===== config.mk =====
export PLATFORM = sky130hd
export DESIGN_NAME = nec_operand_fetch
export DESIGN_NICKNAME = d
export VERILOG_FILES = /design/src/rtl/nec_operand_fetch.sv
export SDC_FILE = /design/constraint.sdc
export NUM_CORES = 1
export LEC_CHECK = 0
export CAP_MARGIN = 20
export CORE_ASPECT_RATIO = 1.25
export CORE_MARGIN = 4
export CORE_UTILIZATION = 52
export CTS_CLUSTER_DIAMETER = 30
export DETAILED_ROUTE_END_ITERATION = 10
export GPL_TIMING_DRIVEN = 0
export HOLD_SLACK_MARGIN = 0.02
export PLACE_DENSITY_LB_ADDON = 0.05
export SLEW_MARGIN = 25
export SYNTH_ARGS = -nofsm -noshare
export SYNTH_HDL_FRONTEND = slang
export SYNTH_SLANG_ARGS = --single-unit

===== constraint.sdc =====
create_clock -name clk -period 12.84 [get_ports clk]
set_input_delay 2.568 -clock clk [delete_from_list [all_inputs] [get_ports clk]]
set_output_delay 2.568 -clock clk [all_outputs]
set_load 0.02 [all_outputs]

===== src/rtl/nec_operand_fetch.sv =====
`default_nettype none
// ============================================================================
// nec_operand_fetch : pulls disp/imm bytes from the prefetch queue, advances pc
// Option macro: NEC_OPFETCH_SEXT_EN (sign-extend 1-byte disp/imm on DONE)
// Revision: 1.0
// ============================================================================
module nec_operand_fetch #(
   parameter int IPQ_DEPTH       = 8,
   parameter int BYTES_PER_CYCLE = 1,
   parameter int DISP_MAX        = 2,
   parameter int IMM_MAX         = 4
) (
   input  logic                          clk,
   input  logic                          reset,
   input  logic                          ce_1,
   input  logic                          ce_2,
   input  logic                          set_pc,
   input  logic [15:0]                   new_pc,
   input  logic                          start,
   input  logic [2:0]                    disp_size,
   input  logic [2:0]                    imm_size,
   input  logic                          ack,
   input  logic [$clog2(IPQ_DEPTH):0]    ipq_len,
   input  logic [8*IPQ_DEPTH-1:0]        ipq,
   output logic [15:0]                   pc,
   output logic [15:0]                   end_pc,
   output logic [8*DISP_MAX-1:0]         disp,
   output logic [8*IMM_MAX-1:0]          imm,
   output logic                          busy,
   output logic                          done
);

   localparam int AW = $clog2(IPQ_DEPTH);
   localparam int NW = 8;
   localparam logic [1:0] S_IDLE  = 2'd0;
   localparam logic [1:0] S_FETCH = 2'd1;
   localparam logic [1:0] S_DONE  = 2'd2;
   localparam logic [NW-1:0] C_DISP_MAX = NW'(DISP_MAX);
   localparam logic [NW-1:0] C_IMM_MAX  = NW'(IMM_MAX);
   localparam logic [NW-1:0] C_BPC      = NW'(BYTES_PER_CYCLE);

   logic [1:0]            state_q, state_d;
   logic [15:0]           pc_q, pc_d, end_pc_q, end_pc_d;
   logic [8*DISP_MAX-1:0] disp_q, disp_d;
   logic [8*IMM_MAX-1:0]  imm_q, imm_d;
   logic [NW-1:0]         disp_len_q, disp_len_d, imm_len_q, imm_len_d;
   logic [NW-1:0]         disp_rd_q, disp_rd_d, imm_rd_q, imm_rd_d;

   logic [NW-1:0]         disp_req, imm_req, rem, n, dr, ir;
   logic [AW-1:0]         idx;
   logic [7:0]            byte_v;
   logic                  take_start;

   always_comb begin
      disp_req = (NW'(disp_size) > C_DISP_MAX) ? C_DISP_MAX : NW'(disp_size);
      imm_req  = (NW'(imm_size)  > C_IMM_MAX)  ? C_IMM_MAX  : NW'(imm_size);
      rem = (disp_len_q - disp_rd_q) + (imm_len_q - imm_rd_q);
      n = C_BPC;
      if (NW'(ipq_len) < n) n = NW'(ipq_len);
      if (rem < n) n = rem;
   end

   always_comb begin
      state_d    = state_q;
      pc_d       = pc_q;
      end_pc_d   = end_pc_q;
      disp_d     = disp_q;
      imm_d      = imm_q;
      disp_len_d = disp_len_q;
      imm_len_d  = imm_len_q;
      disp_rd_d  = disp_rd_q;
      imm_rd_d   = imm_rd_q;
      dr         = disp_rd_q;
      ir         = imm_rd_q;
      idx        = '0;
      byte_v     = '0;
      take_start = 1'b0;

      if (set_pc && (ce_1 || ce_2)) begin
         pc_d       = new_pc;
         end_pc_d   = new_pc;
         state_d    = S_IDLE;
         disp_d     = '0;
         imm_d      = '0;
         disp_len_d = '0;
         imm_len_d  = '0;
         disp_rd_d  = '0;
         imm_rd_d   = '0;
      end else if (ce_1) begin
         case (state_q)
            S_IDLE:  take_start = start;
            S_FETCH: begin
               if (n != '0) begin
                  // Bytes fill disp first; the disp/imm boundary may fall mid-cycle.
                  for (int k = 0; k < BYTES_PER_CYCLE; k++) begin
                     if (NW'(k) < n) begin
                        idx = pc_q[AW-1:0] + AW'(k);
                        for (int j = 0; j < IPQ_DEPTH; j++)
                           if (AW'(j) == idx) byte_v = ipq[8*j +: 8];
                        if (dr < disp_len_q) begin
                           for (int j = 0; j < DISP_MAX; j++)
                              if (NW'(j) == dr) disp_d[8*j +: 8] = byte_v;
                           dr = dr + NW'(1);
                        end else begin
                           for (int j = 0; j < IMM_MAX; j++)
                              if (NW'(j) == ir) imm_d[8*j +: 8] = byte_v;
                           ir = ir + NW'(1);
                        end
                     end
                  end
                  disp_rd_d = dr;
                  imm_rd_d  = ir;
                  pc_d      = pc_q + 16'(n);
                  end_pc_d  = pc_q + 16'(n);
                  if (n == rem) begin
                     state_d = S_DONE;
`ifdef NEC_OPFETCH_SEXT_EN
                     if (disp_len_q == NW'(1))
                        for (int j = 1; j < DISP_MAX; j++) disp_d[8*j +: 8] = {8{disp_d[7]}};
                     if (imm_len_q == NW'(1))
                        for (int j = 1; j < IMM_MAX; j++) imm_d[8*j +: 8] = {8{imm_d[7]}};
`endif
                  end
               end
            end
            S_DONE: begin
               if (ack) begin
                  if (start) take_start = 1'b1;
                  else       state_d    = S_IDLE;
               end
            end
            default: state_d = S_IDLE;
         endcase

         if (take_start) begin
            disp_len_d = disp_req;
            imm_len_d  = imm_req;
            disp_rd_d  = '0;
            imm_rd_d   = '0;
            disp_d     = '0;
            imm_d      = '0;
            state_d    = ((disp_req == '0) && (imm_req == '0)) ? S_DONE : S_FETCH;
         end
      end
   end

   always_ff @(posedge clk or posedge reset) begin
      if (reset) begin
         state_q    <= S_IDLE;
         pc_q       <= '0;
         end_pc_q   <= '0;
         disp_q     <= '0;
         imm_q      <= '0;
         disp_len_q <= '0;
         imm_len_q  <= '0;
         disp_rd_q  <= '0;
         imm_rd_q   <= '0;
      end else begin
         state_q    <= state_d;
         pc_q       <= pc_d;
         end_pc_q   <= end_pc_d;
         disp_q     <= disp_d;
         imm_q      <= imm_d;
         disp_len_q <= disp_len_d;
         imm_len_q  <= imm_len_d;
         disp_rd_q  <= disp_rd_d;
         imm_rd_q   <= imm_rd_d;
      end
   end

   assign pc     = pc_q;
   assign end_pc = end_pc_q;
   assign disp   = disp_q;
   assign imm    = imm_q;
   assign busy   = (state_q == S_FETCH);
   assign done   = (state_q == S_DONE);

endmodule
`default_nettype wire


Word-level counts from Yosys, hierarchy flattened
Cells that the tools add are included.
{"block": "totals", "out_inout_bits": 82, "register_bits": 98}
{"block": "classes", "n_mux": 70, "eq_ne": 20, "reduce_logical": 35, "addsub": 6, "n_lt_le_gt_ge": 6}
{"operator": "two-way mux 8 bit", "count": 35}
{"operator": "two-way mux 32 bit", "count": 7}
{"operator": "two-way mux 16 bit", "count": 11}
{"operator": "AND reduction 6 bit", "count": 7}
{"operator": "zero test 8 bit", "count": 4}
{"operator": "nonzero test 3 bit", "count": 10}
{"operator": "adder 16 x 8 -> 16 bit", "count": 1}
{"operator": "adder 8 x 1 -> 8 bit (second input constant)", "count": 2}
{"operator": "equality test 1 x 8 -> 1 bit (first input constant)", "count": 2}
{"operator": "equality test 2 x 8 -> 1 bit (first input constant)", "count": 2}
{"operator": "less-than comparator 8 bit", "count": 2}
{"operator": "two-way mux 2 bit", "count": 8}
{"operator": "subtractor 8 bit", "count": 2}
{"operator": "equality test 3 bit (first input constant)", "count": 4}
{"operator": "AND reduction 5 bit", "count": 2}
{"operator": "adder 8 bit", "count": 1}
{"operator": "equality test 8 bit", "count": 1}
{"operator": "less-than comparator 1 x 8 -> 1 bit (first input constant)", "count": 1}
{"operator": "!= test 4 x 1 -> 1 bit (second input constant)", "count": 2}
{"operator": "!= test 4 x 2 -> 1 bit (second input constant)", "count": 2}
{"operator": "nonzero test 2 bit", "count": 4}
{"operator": "nonzero test 8 bit", "count": 1}
{"operator": "equality test 2 x 3 -> 1 bit (first input constant)", "count": 2}
{"operator": "two-way mux 3 bit", "count": 2}
{"operator": "18 further kinds", "count": 22}

Depth between registers and ports, before layout
{"block": "logic_depth", "ltp_word": 17, "mapped_depth": 27}

Least setup slack after synthesis
OpenSTA, ideal clock, no wires.
{"block": "synth_path", "kind": "input to register", "startpoint": "in ipq_len[3]", "endpoint": "reg end_pc_q[12], in the netlist end_pc[12]", "arrival_ps": 5820, "slack_ps": 6900, "setup_time_ps": 120, "path_stages": 17, "cell_sequence": "or4_1 -> a21oi_1 -> o22ai_1 -> o21a_1 -> nand2_1 -> nand2_1 -> o21a_1 -> ha_1 -> fa_1 -> a21o_1 -> a21oi_1 -> o21ai_0 -> o41ai_1 -> nor2_1 -> a21oi_1 -> o21bai_1 -> o211a_1"}
{"block": "synth_between", "elab_chain_len": 9}
{"item": "start, declared", "line_no": "23", "rtl": "input logic [$clog2(IPQ_DEPTH):0] ipq_len,"}
{"item": "less-than comparator 4 x 1 -> 1 bit", "line_no": "59", "rtl": "if (NW'(ipq_len) < n) n = NW'(ipq_len);"}
{"item": "two-way mux 4 bit (*)", "line_no": "59"}
{"item": "less-than comparator 8 bit", "line_no": "60", "rtl": "if (rem < n) n = rem;"}
{"item": "two-way mux 8 bit (*)", "line_no": "60"}
{"item": "adder 16 x 8 -> 16 bit", "line_no": "114", "rtl": "end_pc_d = pc_q + 16'(n);"}
{"item": "two-way mux 16 bit", "line_no": "93", "rtl": "if (n != '0) begin"}
{"item": "two-way mux 16 bit", "line_no": "90", "rtl": "case (state_q)"}
{"item": "two-way mux 16 bit", "line_no": "89", "rtl": "end else if (ce_1) begin"}
{"item": "two-way mux 16 bit", "line_no": "79", "rtl": "if (set_pc && (ce_1 || ce_2)) begin"}
{"item": "end signal, assigned", "line_no": "161", "rtl": "end_pc_q <= end_pc_d;"}
{"item": "end, declared", "line_no": "43", "rtl": "logic [15:0] pc_q, pc_d, end_pc_q, end_pc_d;"}
Mark *: on every way between the ends. The rest lies on a longest branch, timed or not. The select of a mux whose other input is x is not followed.
A chain may end at the register's enable or synchronous reset.

Worst setup path in the final report
{"block": "layout_path", "startpoint": "reg disp_rd_q[0]", "endpoint": "reg end_pc_q[12], in the netlist end_pc[12]"}
{"block": "layout_between", "elab_chain_len": 9}
{"item": "start, declared", "line_no": "47", "rtl": "logic [NW-1:0] disp_rd_q, disp_rd_d, imm_rd_q, imm_rd_d;"}
{"item": "start signal, assigned", "line_no": "166", "rtl": "disp_rd_q <= disp_rd_d;"}
{"item": "subtractor 8 bit (*)", "line_no": "57", "rtl": "rem = (disp_len_q - disp_rd_q) + (imm_len_q - imm_rd_q);"}
{"item": "adder 8 bit (*)", "line_no": "57"}
{"item": "less-than comparator 8 bit", "line_no": "60"}
{"item": "two-way mux 8 bit (*)", "line_no": "60"}
{"item": "adder 16 x 8 -> 16 bit", "line_no": "114"}
{"item": "two-way mux 16 bit", "line_no": "93"}
{"item": "two-way mux 16 bit", "line_no": "90"}
{"item": "two-way mux 16 bit", "line_no": "89"}
{"item": "two-way mux 16 bit", "line_no": "79"}
Marked as above.

==> flow_results.org <==
** Global route
- Via count of the first global-routing pass :: 5576
- Global-route wire length before repair :: 28300 µm
- Number of antenna violations at the first check in global routing :: 0
- After global routing the overflow that remains totals 0.
- Entering global routing, the biggest net connects 70 pins.
- For this run, the total global-route usage over all layers was measured as 26.0%.

** Clock tree
- Clock tree synthesis found a total of 88 sinks.
- The clock passes through at most 2 buffers.
- Cells resized by post-CTS repair :: 0
- For this design, the CTS-stage hold fixing added 0 buffers.
- Post-CTS Setup Inserts :: 0
- CTS placed an instance of sky130_fd_sc_hd__clkbuf_16 at the clock tree root.
- Skew-Pair Late Insertion Delay :: 350 ps
- The H-tree was split into 3 levels.
- TritonCTS built the clock tree.
- Counting the buffers created by CTS gives 9.
- After clock tree synthesis, the clock-pin slew on the worst setup and hold paths is 70 ps.

** Placement
- RD Place Congestion :: 0.917
- Dpl ws :: 5890 ps
- Placed Cells :: 946
- After legalization and detailed placement, the total HPWL measured 14200 µm.
- In this run the tool buffered the top-level ports with 177 buffer cells.

** Critical path
- Worst setup path category :: flop to flop
- Of all nets on the critical path, the largest fanout is 7.
- The critical path contains buffers and inverters numbering 4 combined.
- In this design, the critical path's most frequently occurring cell is sky130_fd_sc_hd__inv_1.
- On the critical path the largest part of the delay comes from compound AO/OA/AOI/OAI gates.
- CP max stage cell :: sky130_fd_sc_hd__o41ai_1
- Data on the critical path arrives at its endpoint at 7220 ps.
- For this run, the slowest stage of the critical path takes 600 ps.
- Source of the worst register-to-register timing path :: disp_rd_q[0]
- Startpoint of the worst setup timing path :: disp_rd_q[0]
- STA classifies the critical path startpoint as a flop.
- Data on the critical path is required at its endpoint by 13070 ps.
- Endpoint type of the worst setup path :: flop

** Hold path
- Hold WC Path Type :: flop to flop
- In this run the most critical hold path is launched from disp[5].

** Finish
- Leaving out fill and tap cells, the most frequent cell in the layout is sky130_fd_sc_hd__clkdlybuf4s50_1.
- Number of filler cells placed in the layout :: 869
- Of the cells placed in the final design, the portion with a size suffix greater than 1 is 12.7%.
- In the layout the commonest cells are sky130_fd_sc_hd__clkdlybuf4s50_1 (177), sky130_fd_sc_hd__dfrtp_1 (88), sky130_fd_sc_hd__nand2_1 (48), sky130_fd_sc_hd__nor2_1 (46), sky130_fd_sc_hd__a21oi_1 (44).
- Sequential cell area :: 2200 µm²
- The number of antenna diodes in the final layout is 0.
- Excluding fillers, the count of instances in the completed layout stands at 962.
- At the end of the flow, the number of nets in the layout was 959.
- Relative area change from synthesis to final layout :: 37.6%
- Area taken by multi-input logic gates :: 3530 µm²

** Timing
- On the final layout, the worst clock skew is 11.4 ps.
- The number of max-slew violations in the final report came to 0.
- Slew headroom :: 44.4%
- For the final routed database, the setup TNS stands at 0 ps.
- Slew @ Worst Pin :: 828 ps
- Setup repair after global routing missed its margin :: no
- Endpoints failing setup :: 0
- Setup slack on the critical path of the routed design comes to 5840 ps.
- Final Hold Viols :: 0
- For the finished layout, the period the worst path requires is 7000 ps.
- In the finished design, the share of the clock period the worst path needs comes to 54.5%.
- Timing would allow up to 143 MHz.

** Drt
- In the final routed layout, each cell accounts on average for 18.5 µm.
- Dividing the detail-routed via count by the number of cells gives 5.82.
- The count of nets left with antenna violations once routing finished came out at 0.
- Number of search-and-repair iterations in the first detailed-routing pass :: 5
- Remaining routing DRC violations :: 0
- Total wire length :: 17800 µm
- For this block, the via count after detailed routing is 5595.
- 1st-iter DRT viols :: 260

** Logic synthesis
- The number of different library cells used by synthesis comes to 69.
- In this run, synthesis produced a sequential element count of 88.
- The most used flip-flop cell after synthesis is sky130_fd_sc_hd__dfrtp_1.
- During synthesis, Yosys emitted a total of 0 warnings.
- Mean area per synthesized cell :: 9.78 µm²
- Sequential cell area fraction in the yosys report :: 36.0%
- Top post-synthesis cells by area :: sky130_fd_sc_hd__dfrtp_1 (36%), sky130_fd_sc_hd__ha_1 (7.4%), sky130_fd_sc_hd__mux2_4 (5.9%)
- After synthesis the cells add up to 6110 µm².
- Fraction of registers with async set or reset after synthesis :: 100%
- The synthesized design devotes to its leading area cell type 36.0% of total area.
- Post-synthesis cell type with the largest combined area :: sky130_fd_sc_hd__dfrtp_1
- Count of flip-flops with a built-in enable after synthesis :: 0
- After technology mapping, the gate count stands at 625.

** Power
- In this run the power density over the cells is 213 nW/µm².
- Static Leak :: 0.00373 µW
- Total power for the finished layout comes to 1790 µW.
- IR analysis of the VDD net gives a maximum drop of 0.000118 V.

** Floorplan
- For this configuration, the core starts out at a cell density of 52.9%.
- The die covers 13600 µm².
- Measured along the y axis, the die boundary spans 129 µm.
- Die span in x :: 105 µm
- Count of pins on the block boundary :: 179
- The core region is 11600 µm².
- In this run the core area contains 44 standard-cell rows.

** Status
- Run status :: complete, no violations

** Run
- Max-cap violations in this run came to 0.
-- registers in the layout, indices dropped and copies added, names as in the netlist --
register    cells
disp           16
disp_len_q      3
imm_len_q       3
state_q         2
end_pc         16
imm            32
imm_rd_q        8
disp_rd_q       8
-- metrics by stage --
step	util, %	instance area (µm²)	hold WS, ps
2_1_floorplan	-	6130	475
3_3_place_gp	69.8	8070	475
3_5_place_dp	70.1	8110	486
4_1_cts	72.7	8400	503
5_1_grt	72.7	8410	525
6_report	72.7	8410	506
-- cells in the mapped netlist (7+ instances only) --
master                     count
sky130_fd_sc_hd__nor3_1        7
sky130_fd_sc_hd__nand3_1      23
sky130_fd_sc_hd__mux2_2       15
sky130_fd_sc_hd__or3_1         7
sky130_fd_sc_hd__a21oi_1      44
sky130_fd_sc_hd__fa_1          7
sky130_fd_sc_hd__nor2b_1       7
sky130_fd_sc_hd__nor2_1       46
sky130_fd_sc_hd__a31oi_1       7
sky130_fd_sc_hd__inv_1        38
sky130_fd_sc_hd__dfrtp_1      88
sky130_fd_sc_hd__and3_1        7
sky130_fd_sc_hd__mux4_2        8
sky130_fd_sc_hd__xnor2_1       7
sky130_fd_sc_hd__o21ai_0      39
sky130_fd_sc_hd__mux2_4       24
sky130_fd_sc_hd__buf_4        16
sky130_fd_sc_hd__clkbuf_1     15
sky130_fd_sc_hd__o22ai_1       9
sky130_fd_sc_hd__mux2i_1      12
sky130_fd_sc_hd__nand2_1      48
sky130_fd_sc_hd__ha_1         36
-- final timing paths --
check,end,slack [ps],depth (start not counted)
worst min-delay path,disp[5],510,1
worst max register to register,end_pc[12],5840,26
worst max-delay path,end_pc[12],5840,26
min in group asynchronous,imm[6],2540,2
max in group asynchronous,imm_rd_q[4],9700,3
worst min register to register,disp[5],510,1
-- power breakdown --
part,internal (µW),switching (µW),total [µW]
clock network,137,124,261
logic,521,559,1080
registers,371,78.5,449
total,1030,761,1790
-- metal layers --
metal  vias up  part of all wire (%)  GRT usage [%]
met5         -                     0              0
met4         0                   4.2           11.7
li1       2629                     -              -
met3        53                   4.8           3.59
met2       189                    53           47.8
met1      2724                    38           30.1
-- kinds of logic after synthesis --
kind of cell,Yosys count,share of synthesized area [%]
compound gates,164,17.9
buf+inv,79,6.51
fa+ha+maj,43,9.66
xor+xnor,12,1.72
other cells,2,0.123
mux,59,13.6
simple gates,178,14.4
flops,88,36.0
-- layout make-up --
class | instances | share of cell area, %
multi-input combinational | 463 | 42.0
buffer | 41 | 3.04
sequential | 88 | 26.2
tap | 138 | 2.05
timing repair buffer | 178 | 21.4
clock buffer | 9 | 2.68
inverter | 38 | 1.76
clock inverter | 7 | 0.863
Power figures use the tool's default switching activity.
